## config.mk

```make
export PLATFORM = sky130hd
export DESIGN_NAME = vmicro16_timern_apb
export DESIGN_NICKNAME = d
export VERILOG_FILES = /design/src/rtl/vmicro16_timern_pkg.sv /design/src/rtl/vmicro16_timern_chan.sv /design/src/rtl/vmicro16_timern_apb.sv
export SDC_FILE = /design/constraint.sdc
export NUM_CORES = 1
export LEC_CHECK = 0
export CAP_MARGIN = 25
export CORE_MARGIN = 1
export CORE_UTILIZATION = 48
export DETAILED_ROUTE_END_ITERATION = 12
export PLACE_DENSITY = 0.76
export SLEW_MARGIN = 40
export SYNTH_ARGS = -nofsm -noshare
export SYNTH_HDL_FRONTEND = slang
export SYNTH_SLANG_ARGS = --single-unit
```

## constraint.sdc

```tcl
create_clock -name clk -period 3.7 [get_ports clk]
set_input_delay 1.11 -clock clk [delete_from_list [all_inputs] [get_ports clk]]
set_output_delay 1.11 -clock clk [all_outputs]
set_load 0.03 [all_outputs]
```

## src/rtl/vmicro16_timern_pkg.sv

```systemverilog
// Shared definitions for the vmicro16 multi-channel APB timer: register map and CTRL bit layout.
package vmicro16_timern_pkg;

    typedef enum logic [1:0] {
        REG_CTRL   = 2'd0,
        REG_LOAD   = 2'd1,
        REG_COUNT  = 2'd2,
        REG_STATUS = 2'd3
    } reg_e;

    localparam int CTRL_EN       = 0;
    localparam int CTRL_PERIODIC = 1;
    localparam int CTRL_IRQ_EN   = 2;
    localparam int CTRL_BITS     = 3;

    localparam int PRESCALE_BITS = 8;

    // Channel-select width, never narrower than one bit.
    function automatic int ch_bits(input int channels);
        return (channels <= 2) ? 1 : $clog2(channels);
    endfunction

endpackage

```

## src/rtl/vmicro16_timern_chan.sv

```systemverilog
// One timer channel: down-counter with reload, sticky W1C status and a one-cycle interrupt pulse.
module vmicro16_timern_chan
    import vmicro16_timern_pkg::*;
#(
    parameter int DATA_WIDTH  = 32,
    parameter int TIMER_WIDTH = 16,
    parameter int CH_INDEX    = 0
) (
    input  logic                   clk,
    input  logic                   reset,
    input  logic                   tick,
    input  logic                   wr_ctrl,
    input  logic                   wr_load,
    input  logic                   wr_status,
    input  logic [DATA_WIDTH-1:0]  wdata,
    output logic [CTRL_BITS-1:0]   ctrl,
    output logic [TIMER_WIDTH-1:0] load,
    output logic [TIMER_WIDTH-1:0] count,
    output logic                   status,
    output logic                   irq,
    output logic [DATA_WIDTH-1:0]  irq_data
);

    localparam int LOW_BITS = DATA_WIDTH - 4;

    logic                  expire;
    logic [DATA_WIDTH-1:0] payload;
    logic                  unused_wdata;

    assign expire       = ctrl[CTRL_EN] & tick & (count == '0);
    assign payload      = {4'(CH_INDEX), LOW_BITS'(load)};
    assign unused_wdata = &{1'b0, wdata};

    always_ff @(posedge clk) begin
        if (reset) begin
            ctrl     <= '0;
            load     <= '0;
            count    <= '0;
            status   <= 1'b0;
            irq      <= 1'b0;
            irq_data <= '0;
        end else begin
            irq <= expire & ctrl[CTRL_IRQ_EN];
            if (expire & ctrl[CTRL_IRQ_EN])
                irq_data <= payload;

            if (wr_ctrl)
                ctrl <= wdata[CTRL_BITS-1:0];
            else if (expire & ~ctrl[CTRL_PERIODIC])
                ctrl[CTRL_EN] <= 1'b0;

            // A LOAD write overrides both the decrement and an expiry reload.
            if (wr_load) begin
                load  <= wdata[TIMER_WIDTH-1:0];
                count <= wdata[TIMER_WIDTH-1:0];
            end else if (ctrl[CTRL_EN] & tick) begin
                if (count != '0)
                    count <= count - TIMER_WIDTH'(1);
                else if (ctrl[CTRL_PERIODIC])
                    count <= load;
            end

            if (expire)
                status <= 1'b1;
            else if (wr_status & wdata[0])
                status <= 1'b0;
        end
    end

endmodule

```

## src/rtl/vmicro16_timern_apb.sv

```systemverilog
// APB slave with CHANNELS independent down-counting timers and per-channel interrupt payloads.
// Optional shared prescaler register enabled by defining VMICRO16_TIMERN_PRESCALE_EN.
module vmicro16_timern_apb
    import vmicro16_timern_pkg::*;
#(
    parameter int BUS_WIDTH   = 32,
    parameter int DATA_WIDTH  = 32,
    parameter int CHANNELS    = 4,
    parameter int TIMER_WIDTH = 16
) (
    input  logic                           clk,
    input  logic                           reset,
    input  logic [BUS_WIDTH-1:0]           S_PADDR,
    input  logic                           S_PWRITE,
    input  logic                           S_PSELx,
    input  logic                           S_PENABLE,
    input  logic [DATA_WIDTH-1:0]          S_PWDATA,
    output logic [DATA_WIDTH-1:0]          S_PRDATA,
    output logic                           S_PREADY,
    output logic [CHANNELS-1:0]            ints,
    output logic [CHANNELS*DATA_WIDTH-1:0] ints_data
);

    localparam int CH_BITS = ch_bits(CHANNELS);
    localparam int SLOTS   = 2 ** CH_BITS;

    logic             access;
    logic             wr;
    reg_e             reg_sel;
    logic [CH_BITS:0] ch_idx;
    logic [CH_BITS-1:0] ch_sel;
    logic             ch_valid;
    logic             prescale_sel;
    logic             tick;
    logic             unused_addr;

    logic [CTRL_BITS-1:0]   ctrl_q   [SLOTS];
    logic [TIMER_WIDTH-1:0] load_q   [SLOTS];
    logic [TIMER_WIDTH-1:0] count_q  [SLOTS];
    logic                   status_q [SLOTS];

    // Zero-wait-state APB: ready whenever PSEL and PENABLE are both high.
    assign access   = S_PSELx & S_PENABLE;
    assign S_PREADY = access;
    assign wr       = access & S_PWRITE;

    // One extra channel bit so the slot just past the last channel is addressable.
    assign reg_sel      = reg_e'(S_PADDR[1:0]);
    assign ch_idx       = S_PADDR[CH_BITS+2:2];
    assign ch_sel       = ch_idx[CH_BITS-1:0];
    assign ch_valid     = ch_idx < (CH_BITS+1)'(CHANNELS);
    assign prescale_sel = (ch_idx == (CH_BITS+1)'(CHANNELS)) && (reg_sel == REG_CTRL);
    assign unused_addr  = &{1'b0, S_PADDR[BUS_WIDTH-1:CH_BITS+3]};

    for (genvar ch = 0; ch < SLOTS; ch++) begin : g_chan
        if (ch < CHANNELS) begin : g_live
            logic sel;
            assign sel = wr & ch_valid & (ch_sel == CH_BITS'(ch));

            vmicro16_timern_chan #(
                .DATA_WIDTH (DATA_WIDTH),
                .TIMER_WIDTH(TIMER_WIDTH),
                .CH_INDEX   (ch)
            ) u_chan (
                .clk      (clk),
                .reset    (reset),
                .tick     (tick),
                .wr_ctrl  (sel && (reg_sel == REG_CTRL)),
                .wr_load  (sel && (reg_sel == REG_LOAD)),
                .wr_status(sel && (reg_sel == REG_STATUS)),
                .wdata    (S_PWDATA),
                .ctrl     (ctrl_q[ch]),
                .load     (load_q[ch]),
                .count    (count_q[ch]),
                .status   (status_q[ch]),
                .irq      (ints[ch]),
                .irq_data (ints_data[ch*DATA_WIDTH +: DATA_WIDTH])
            );
        end else begin : g_none
            assign ctrl_q[ch]   = '0;
            assign load_q[ch]   = '0;
            assign count_q[ch]  = '0;
            assign status_q[ch] = 1'b0;
        end
    end

`ifdef VMICRO16_TIMERN_PRESCALE_EN
    logic [PRESCALE_BITS-1:0] prescale_q;
    logic [PRESCALE_BITS-1:0] pre_cnt_q;

    assign tick = (pre_cnt_q == prescale_q);

    always_ff @(posedge clk) begin
        if (reset) begin
            prescale_q <= '0;
            pre_cnt_q  <= '0;
        end else if (wr & prescale_sel) begin
            prescale_q <= S_PWDATA[PRESCALE_BITS-1:0];
            pre_cnt_q  <= '0;
        end else begin
            pre_cnt_q <= tick ? '0 : pre_cnt_q + PRESCALE_BITS'(1);
        end
    end
`else
    assign tick = 1'b1;
`endif

    always_comb begin
        S_PRDATA = '0;
        if (access) begin
            if (ch_valid) begin
                case (reg_sel)
                    REG_CTRL:   S_PRDATA = DATA_WIDTH'(ctrl_q[ch_sel]);
                    REG_LOAD:   S_PRDATA = DATA_WIDTH'(load_q[ch_sel]);
                    REG_COUNT:  S_PRDATA = DATA_WIDTH'(count_q[ch_sel]);
                    REG_STATUS: S_PRDATA = DATA_WIDTH'(status_q[ch_sel]);
                endcase
            end
`ifdef VMICRO16_TIMERN_PRESCALE_EN
            else if (prescale_sel) begin
                S_PRDATA = DATA_WIDTH'(prescale_q);
            end
`endif
        end
    end

endmodule

```

==> Implementation_results.wiki <==
{| class="wikitable"
! Metric !! Value
|-
| Run status || finished, violations left
|-
| Violations in the final reports || setup timing
|-
| Routability congestion estimate from global placement || 0.980
|-
| Antenna violations before repair || 0
|-
| Post-Route Hold Slack || between 400 and 500 ps
|-
| Maximum net fanout on the critical path || 7
|-
| H-tree level count || 1
|-
| Post-CTS Hold Fix Bufs || 0
|-
| Crit Path Class || input pin to output port
|-
| Area share of the largest cell type after synthesis || 0.363
|-
| Final design instance area without fill || roughly 14000 sq um
|-
| Max-cap violations || 0
|-
| Summed negative setup slack over all endpoints || -28.1 ps
|-
| Post-route DRC || 0
|-
| Actual transition at the worst max-transition pin || roughly 900 ps
|-
| Largest buffer count on any clock path || 3
|-
| Distinct cell type count of the synthesized netlist || slightly below 70
|-
| Start point of the critical path || S_PADDR[3]
|-
| Synthesized netlist cell count || 1490
|-
| Global-route usage over all layers || 0.343
|-
| RSZ-0062 raised after global routing || yes
|-
| Initial DRT Pass Iterations || 7
|-
| I/O pin total || ~230
|-
| Final hold viol count || 0
|-
| Worst-skew pair later-pin latency || around 540 ps
|-
| Warnings, synthesis || 0
|-
| Register-to-Register Path Depth || 6
|-
| Net count reported at finish || 1675
|-
| Register area || 4300 sq um
|-
| Overall power || ~5.4 mW
|-
| Area after detailed placement || 13300 sq um
|-
| Wire length of the first global-routing pass || roughly 67000 microns
|-
| Maximum clock rate || between 200 and 300 MHz
|-
| Cell with the most instances after synthesis || nand2_1
|-
| Final critical path time including I/O delays and setup || ~3700 ps
|-
| Post-synthesis register bit count || approximately 220
|-
| Max-slew violation count || 0
|-
| Master cell of the clock root buffer || clkbuf_16
|-
| Detail Route Antenna Nets || 0
|-
| Antenna diode count || 0
|-
| Ranking of synthesized cells by area || dfxtp_1, nand2_1, mux4_2, a21oi_1, buf_4
|-
| TritonCTS clock tree || yes
|-
| Number of port buffers || about 110
|-
| Vert. Die Dim || 159 microns
|-
| Final period utilization || 1.01
|-
| Final setup violation count || 2
|-
| Top flip-flop cell by instance count after synthesis || dfxtp_1
|-
| Number of instances in the placed design || approximately 1900
|-
| Synth Cell Area || 11900 sq um
|-
| Number of enable-type register cells in the synthesized netlist || 0
|-
| Via count of the first global-routing pass || 10700
|-
| Max transition margin || 0.393
|-
| Fin worst setup slack || -22.0 ps
|-
| Pin count of the biggest net entering global routing || 65
|-
| Wire length per cell after detailed routing || about 23 microns
|-
| Number of clock sinks || roughly 220
|-
| Average cell area after synthesis || between 7 and 8 sq um
|-
| Clock slew at the register clock pins of the worst setup and hold paths || approximately 70 ps
|-
| Detail Placement HPWL || ~32000 microns
|-
| Element type at the critical path start || input pin
|-
| Library cell with the largest summed area after synthesis || dfxtp_1
|-
| FF-to-FF Start || g_chan[2].g_live.u_chan.count[10]
|-
| Proportion of layout cells with a drive suffix above 1 || 0.145
|-
| Cell leakage power || roughly 5.3 nW
|-
| Vias after detailed routing || 12000
|-
| Maximum resistive drop on vdd || 0.271 mV
|-
| Final WL || between 40000 and 50000 microns
|-
| Detailed-route vias per instance || between 6 and 7
|-
| Share of synthesized area occupied by flip-flops and latches || 0.363
|-
| Worst min-delay path class || flip-flop to flip-flop
|-
| # fillers || approximately 2200
|-
| # rows || between 50 and 60
|-
| Non-filler instance count after layout || between 1500 and 2000
|-
| PD cells || 374 nW/um^2
|-
| Critical Path AT || approximately 2600 ps
|-
| Multi-input combinational cell area || approximately 6800 sq um
|-
| Floorplan Core Area || roughly 24000 sq um
|-
| Top cells by count, synth || nand2_1, dfxtp_1, a21oi_1, nor2_1, clkbuf_1
|-
| Initial cell density of the core || 0.488
|-
| Capturing element of the worst setup path || S_PRDATA[2]
|-
| Required time at the worst-slack endpoint || 2590 ps
|-
| Post-placement worst setup slack || -670 ps
|-
| Remaining Overflow, GRT || 0
|-
| Critical Path End Type || output port
|-
| Register-to-register setup slack || roughly 720 ps
|-
| Reg-to-Reg End || g_chan[2].g_live.u_chan.irq_data[9]
|-
| Final core area utilization || 0.591
|-
| Clock Skew || 17.5 ps
|-
| Full die area || approximately 25000 sq um
|-
| Clock buffers created by TritonCTS || 24
|-
| Number of DRC markers after the initial detailed-route iteration || 1251
|-
| Synthesis-to-finish area growth || 21.2%
|-
| Die Span X || between 150 and 200 microns
|-
| Share of flip-flops with an asynchronous set or reset after synthesis || 0
|}
[repair_timing]
item / CTS / global route
cloned: 3 / 1
pin swaps: 5 / 4
endpoints found under the hold margin: 0 / 0
gates resized for setup: 56 / 8
buffers inserted: 9 / 2
setup endpoints to repair: 16 / 14
[power breakdown]
group          switching [mW]  leakage, nW  internal [mW]  total (mW)
logic                   0.312         3.14          0.129       0.441
clock network            1.01        0.430           1.60        2.61
registers             0.00870         1.73           2.32        2.33
[placed cells by master (no fill, tap or decap), types with 11 or more instances in the layout]
cell type,netlist,final
inv_1,25,25
o211ai_1,12,12
mux2i_1,35,35
clkbuf_16,0,25
nor3_1,37,36
nor2_1,141,130
mux4_2,37,37
a21oi_1,151,149
a21oi_2,9,11
xnor2_1,13,13
dfxtp_1,215,215
clkdlybuf4s50_1,0,93
o21ai_0,45,45
nand2_1,273,273
conb_1,1,76
a211oi_1,21,21
nor2_2,0,11
a31oi_1,12,12
o22ai_1,20,20
buf_4,84,73
nor4_1,17,17
nand3_1,48,48
[how the worst min path moves through the flow]
stage / startpoint / to / slack, ps / cells after the start
after global placement: g_chan[3].g_live.u_chan.irq_data[12] / g_chan[3].g_live.u_chan.irq_data[12] / 440 / 2
final: g_chan[1].g_live.u_chan.irq_data[8] / g_chan[1].g_live.u_chan.irq_data[8] / 450 / 2
after CTS: g_chan[3].g_live.u_chan.irq_data[1] / g_chan[3].g_live.u_chan.irq_data[1] / 460 / 2
after global routing: g_chan[2].g_live.u_chan.irq_data[0] / g_chan[2].g_live.u_chan.irq_data[0] / 470 / 2
after floorplan: g_chan[2].g_live.u_chan.status / g_chan[2].g_live.u_chan.status / 450 / 2
after detailed placement: g_chan[3].g_live.u_chan.irq_data[1] / g_chan[3].g_live.u_chan.irq_data[1] / 450 / 2
[metal layers]
layer	global-route usage	part of all wire	vias to the layer above
li1	-	-	5386
met1	0.470	0.40	5685
met2	0.511	0.43	764
met3	0.0664	0.11	134
met4	0.177	0.052	0
met5	0	0	-
[logic make-up (layout without fill, tap and decap cells)]
group | after synthesis | in the layout | synth area share
AND/OR/NAND/NOR | 599 | 599 | 0.227
XOR/XNOR | 20 | 20 | 0.0148
other | 1 | 76 | 0.000316
multiplexers | 74 | 74 | 0.102
flip-flops | 215 | 215 | 0.363
buffers and inverters | 214 | 265 | 0.0969
adder cells (fa/ha/maj) | 8 | 8 | 0.00843
AO/OA/AOI/OAI | 359 | 359 | 0.189
[state kept, by name, summed over array words and instances, names as in the netlist]
| signal | count |
|---|---|
| g_chan.g_live.u_chan.status | 4 |
| g_chan.g_live.u_chan.load | 64 |
| g_chan.g_live.u_chan.ctrl | 12 |
| g_chan.g_live.u_chan.count | 64 |
| g_chan.g_live.u_chan.irq | 4 |
| g_chan.g_live.u_chan.irq_data | 67 |
[final cells by class]
cell class                      count  share of cell area
Clock buffer                       33              0.0483
Clock inverter                     11              0.0124
Inverter                           25             0.00652
Multi-Input combinational cell   1136               0.472
Sequential cell                   215               0.299
Tap cell                          324              0.0282
Timing Repair Buffer              196               0.133
[critical path, cell delays in order]
cell     delay (ps)
buf_12          110
buf_12          130
buf_6           120
mux4_2          500
mux2i_1         180
nor2_1           70
a21oi_2         160
nor2_1           60
buf_4           160
Note: power is estimated with default switching activity, not from simulation.
